[src/rtl/rst_clken_gen.sv]
// rst_clken_gen: reset stretcher, phase-aligned clock-enable divider and test-pattern source.
//   clk, res          : system clock, synchronous active-high board reset
//   div_cfg, div_load : per-channel divisors and a load strobe that restarts all channels together
//   gen_en, fifo_full : pattern enable and downstream back-pressure
//   res_o, res_n_o    : stretched internal reset pair
//   ce, tgl           : per-channel enable pulses and matching toggle waves
//   data, wr_en       : test word and its write strobe
//   stall             : sticky flag, a write slot found the FIFO full
module rst_clken_gen #(
    parameter int RST_CYCLES = 4,
    parameter int NUM_CH     = 4,
    parameter int DIV_W      = 8,
    parameter int DEF_DIV    = 1,
    parameter int DATA_W     = 8
) (
    input  logic                      clk,
    input  logic                      res,
    input  logic [NUM_CH*DIV_W-1:0]   div_cfg,
    input  logic                      div_load,
    input  logic                      gen_en,
    input  logic                      fifo_full,
    output logic                      res_o,
    output logic                      res_n_o,
    output logic [NUM_CH-1:0]         ce,
    output logic [NUM_CH-1:0]         tgl,
    output logic [DATA_W-1:0]         data,
    output logic                      wr_en,
    output logic                      stall
);
    localparam int CW = (RST_CYCLES > 1) ? $clog2(RST_CYCLES) : 1;
    localparam logic [NUM_CH*DIV_W-1:0] DIV_RST = {NUM_CH{DIV_W'(DEF_DIV)}};
    typedef enum logic {RESET, RUN} state_t;
    state_t                    state_q = RESET, state_d;
    logic [CW-1:0]             rst_cnt_q = '0, rst_cnt_d;
    logic [NUM_CH*DIV_W-1:0]   div_q = DIV_RST, div_d;
    logic [NUM_CH*DIV_W-1:0]   cnt_q = '0, cnt_d;
    logic [NUM_CH-1:0]         ce_q = '0, ce_d;
    logic [NUM_CH-1:0]         tgl_q = '0, tgl_d;
    logic                      res_o_q = 1'b1, res_o_d;
    logic                      res_n_o_q = 1'b0, res_n_o_d;
    logic [DATA_W-1:0]         data_q = '0, data_d;
    logic [DATA_W-1:0]         pat_q = '0, pat_d;
    logic                      wr_en_q = 1'b0, wr_en_d;
    logic                      stall_q = 1'b0, stall_d;
    always_comb begin
        state_d   = state_q;
        rst_cnt_d = rst_cnt_q;
        div_d     = div_q;
        cnt_d     = cnt_q;
        ce_d      = '0;
        tgl_d     = tgl_q;
        res_o_d   = res_o_q;
        res_n_o_d = res_n_o_q;
        data_d    = data_q;
        pat_d     = pat_q;
        wr_en_d   = 1'b0;
        stall_d   = stall_q;
        if (res) begin
            state_d   = RESET;
            rst_cnt_d = '0;
            div_d     = DIV_RST;
            cnt_d     = '0;
            tgl_d     = '0;
            res_o_d   = 1'b1;
            res_n_o_d = 1'b0;
            data_d    = '0;
            pat_d     = '0;
            stall_d   = 1'b0;
        end else begin
            if (state_q == RESET) begin
                if (rst_cnt_q == CW'(RST_CYCLES - 1)) begin
                    state_d   = RUN;
                    rst_cnt_d = '0;
                    res_o_d   = 1'b0;
                    res_n_o_d = 1'b1;
                end else begin
                    rst_cnt_d = rst_cnt_q + CW'(1);
                end
            end
            // A load restarts every channel at count 0 and swallows this edge's enables.
            if (div_load) begin
                div_d = div_cfg;
                cnt_d = '0;
            end else if (state_q == RUN) begin
                for (int k = 0; k < NUM_CH; k++) begin
                    ce_d[k] = cnt_q[k*DIV_W +: DIV_W] == div_q[k*DIV_W +: DIV_W];
                    cnt_d[k*DIV_W +: DIV_W] = ce_d[k] ? '0 : cnt_q[k*DIV_W +: DIV_W] + DIV_W'(1);
                end
                tgl_d = tgl_q ^ ce_d;
                // Write slot: the edge that raises ce[0]; a full FIFO keeps the word for the next slot.
                if (ce_d[0] && gen_en) begin
                    if (fifo_full) begin
                        stall_d = 1'b1;
                    end else begin
                        wr_en_d = 1'b1;
                        data_d  = pat_q;
                        pat_d   = pat_q + DATA_W'(1);
                    end
                end
            end
        end
    end
    always_ff @(posedge clk) begin
        state_q   <= state_d;
        rst_cnt_q <= rst_cnt_d;
        div_q     <= div_d;
        cnt_q     <= cnt_d;
        ce_q      <= ce_d;
        tgl_q     <= tgl_d;
        res_o_q   <= res_o_d;
        res_n_o_q <= res_n_o_d;
        data_q    <= data_d;
        pat_q     <= pat_d;
        wr_en_q   <= wr_en_d;
        stall_q   <= stall_d;
    end
    assign res_o   = res_o_q;
    assign res_n_o = res_n_o_q;
    assign ce      = ce_q;
    assign tgl     = tgl_q;
    assign data    = data_q;
    assign wr_en   = wr_en_q;
    assign stall   = stall_q;
endmodule

[config.mk]
export PLATFORM = sky130hd
export DESIGN_NAME = rst_clken_gen
export DESIGN_NICKNAME = d
export VERILOG_FILES = /design/src/rtl/rst_clken_gen.sv
export SDC_FILE = /design/constraint.sdc
export NUM_CORES = 1
export LEC_CHECK = 0
export ABC_AREA = 1
export CORE_ASPECT_RATIO = 1.1
export CORE_MARGIN = 5
export CORE_UTILIZATION = 35
export DETAILED_ROUTE_END_ITERATION = 10
export GPL_TIMING_DRIVEN = 0
export HOLD_SLACK_MARGIN = 0.02
export PLACE_DENSITY = 0.59
export SYNTH_ARGS = -nofsm -noshare
export SYNTH_HDL_FRONTEND = slang
export SYNTH_SLANG_ARGS = --single-unit
[constraint.sdc]
create_clock -name clk -period 3.3 [get_ports clk]
set_input_delay 0.495 -clock clk [delete_from_list [all_inputs] [get_ports clk]]
set_output_delay 0.495 -clock clk [all_outputs]
set_load 0.02 [all_outputs]
==> reports/qor.yml <==
yosys:
  synth-simple-area-share_pct: 29.0
  synth_cell_types: 33
  syn_nets: 668
  synth_top_family_by_area: "simple AND/OR/NAND/NOR gates"
  synth-async-reset-ratio_pct: 0
  synth_compound_area_share_pct: 11.8
  yosysMostFrequentCell: "nand2_1"
  synth-adder-area-share_pct: 1.69
  synth_xor_area_share_pct: 4.93
  syn_avg_cell_area_sq_um: 7.11
  seq_area_frac_synth_pct: 42.8
  synth.top_cells.by_count: "146 x nand2_1, 95 x dfxtp_1, 76 x inv_1"
  yosysTopAreaCell: "dfxtp_1"
  synth_warnings: 0
  synth_top_area_share_pct: 42.8
  netlist_top_cells_area: "dfxtp_1 43%, nand2_1 12%, inv_1 6.4%"
  synth_cells: 625
  synth_edf_count: 0
  syn_area_sq_um: 4440
  synth_seq_cells: 95
  synth_ff_type: "dfxtp_1"
  synth.area.mux_share_pct: 0
critical_path:
  crit_arrival_ps: 1360
  cp.required_ps: 2800
  critical_path_class: "reg -> out"
  rr_worst_depth: 5
  max_stage_delay_ps: 640
  end_kind: "output port"
  path_delay_family: "buffers and inverters"
  worstPathMaxFanout: 2
  slowest_stage: "clkdlybuf4s50_1"
  path_cells: "clkdlybuf4s50_1"
  cp_num_cells: 1
  worst-path-buf-inv: 1
  critPathLaunchType: "flop"
cells_and_area:
  final_net_count: 733
  fillers: 1284
  antenna_cells: 0
  final_util_pct: 43.7
  fin_cells: 852
  synthToLayoutAreaGrowth_pct: 23.3
  drive_gt1_share_pct: 5.90
global_routing:
  grt_max_degree: 16
  grt_usage_pct: 14.9
  antenna_found_initial: 0
  grt_pass1_vias: 3819
  grt_pass1_wl_mm: 18.4
  gr-total-overflow: 0
cts:
  cts_setup_buffers: 0
  cts_sinks: 95
  htreeDepth: 3
  cts_buffer_depth: 2
  clkLatencyLatePin_ps: 340
  holdBufCountCts: 0
  cts-resized-gates: 0
  cts_root_buf: "clkbuf_16"
  cts_made_buffers: 9
  tritoncts: "yes"
  clkSlewWorstSetupHoldPaths_ps: 70
place:
  numPortBuffers: 54
  dp_slack_ps: 1370
  dp_hpwl_mm: 8.41
  place_congestion: 0.880
  dp.cells: 836
timing:
  tightest_slew_ps: 570
  drv_slew: 0
  fin_setup_tns_ps: 0
  clock.fmax_ghz: 0.540
  finalHoldViolations: 0
  rsz0062_at_grt: "false"
  period_share_pct: 56.2
  relSlewSlack_pct: 61.7
  finalCriticalPeriod_ps: 1850
  finalSetupViolCount: 0
  worst_slack_ps: 1450
  worst_hold_slack_ps: 458
  fin_skew_ps: 5.02
min_path:
  min_path_cells: 2
  min_path_type: "reg -> reg"
pwr:
  p_switching_mw: 0.655
  swShare_pct: 25.4
  comb_power_share_pct: 11.7
  cellPowerDensity_nw_per_um2: 470
  power.leakage_nw: 2.20
  p_int_mw: 1.92
  seqPwrFrac_pct: 47.4
  peakVddDrop_v: 0.000304
  clkPwrFrac_pct: 40.8
floorplanning:
  die_h_microns: 128
  ios: 57
  die_area_sq_um: 15100
  fp-row-count: 43
  core_region_area_sq_um: 12500
  die_x_microns: 117
  start_util_pct: 35.5
detailed_routing:
  drc: 0
  firstDrtPassIters: 4
  routed_via_density: 4.76
  num_vias: 4055
  drt-initial-drc-count: 249
  wl_mm: 11.3
  wl_per_cell_microns: 13.3
  drtAntennaViolNets: 0
run_status:
  status: "completed"
job:
  maxCapViolCount: 0
## cells in the final DEF, fill, tap and decap left out, drive strengths merged, types with 2 or more instances in the layout
cell type,count
nand3,24
nor3,6
nand4,27
nor2,81
a21oi,48
clkdlybuf4s50,54
nand3b,3
xor2,14
nand2,148
inv,81
o211ai,3
a31oi,3
xnor2,11
dfxtp,95
o21ai,45
buf,9
clkinv,2
ha,6
nor4,2
clkbuf,26
## path summary, 6_finish.rpt
check / start / end / slack (ps)
worst max-delay path: res_o / res_o / 1450
worst min-delay path: data[3] / data[3] / 460
worst max register to register: state_q / cnt_q[18] / 1640
worst min register to register: data[3] / data[3] / 460
## flip-flops by register name (all words and copies together), names as in the netlist, 2 cells and up
signal and count:
data 8, cnt_q 32, ce 4, div_q 32, rst_cnt_q 2, tgl 4
pat_q 8
## layout make-up
type | instances | area (sq um) | share of cell area (%)
multi-input cells | 426 | 2110 | 38.4
flip-flops and latches | 95 | 1900 | 34.7
repair buffers | 54 | 541 | 9.86
inverters | 80 | 300 | 5.48
clock buffers | 11 | 243 | 4.43
well taps | 157 | 196 | 3.58
plain buffers | 24 | 135 | 2.47
clock inverters | 5 | 56.3 | 1.03
## power by group through the flow
stage               clock, mW  combinational [mW]  sequential [mW]
finish                   1.05               0.302             1.22
CTS                      1.07               0.304             1.22
global placement            0               0.298             1.25
detailed placement          0               0.303             1.25
global route             1.12               0.340             1.23
floorplan                   0               0.186             1.25
## layer usage
layer  track usage, %  routed length (microns)  up-vias
met1             19.0                     5320     1845
met2             24.8                     5450       62
li1                 -                        -     2138
met4             5.32                      142        0
met3             3.40                      400       10
met5                0                        0        -
## kinds of logic (layout without fill, tap and decap cells)
family / Yosys count / count (layout)
compound gates: 101 / 101
xor+xnor: 25 / 25
fa+ha+maj: 6 / 6
buf+inv: 104 / 174
flops: 95 / 95
simple gates: 294 / 294
## metrics by stage
stage	cell area, sq um	total power [mW]
floorplan	4440	1.43
global placement	5180	1.54
detailed placement	5180	1.55
CTS	5480	2.60
global route	5480	2.69
finish	5480	2.58
(Power assumes the default switching activity.)
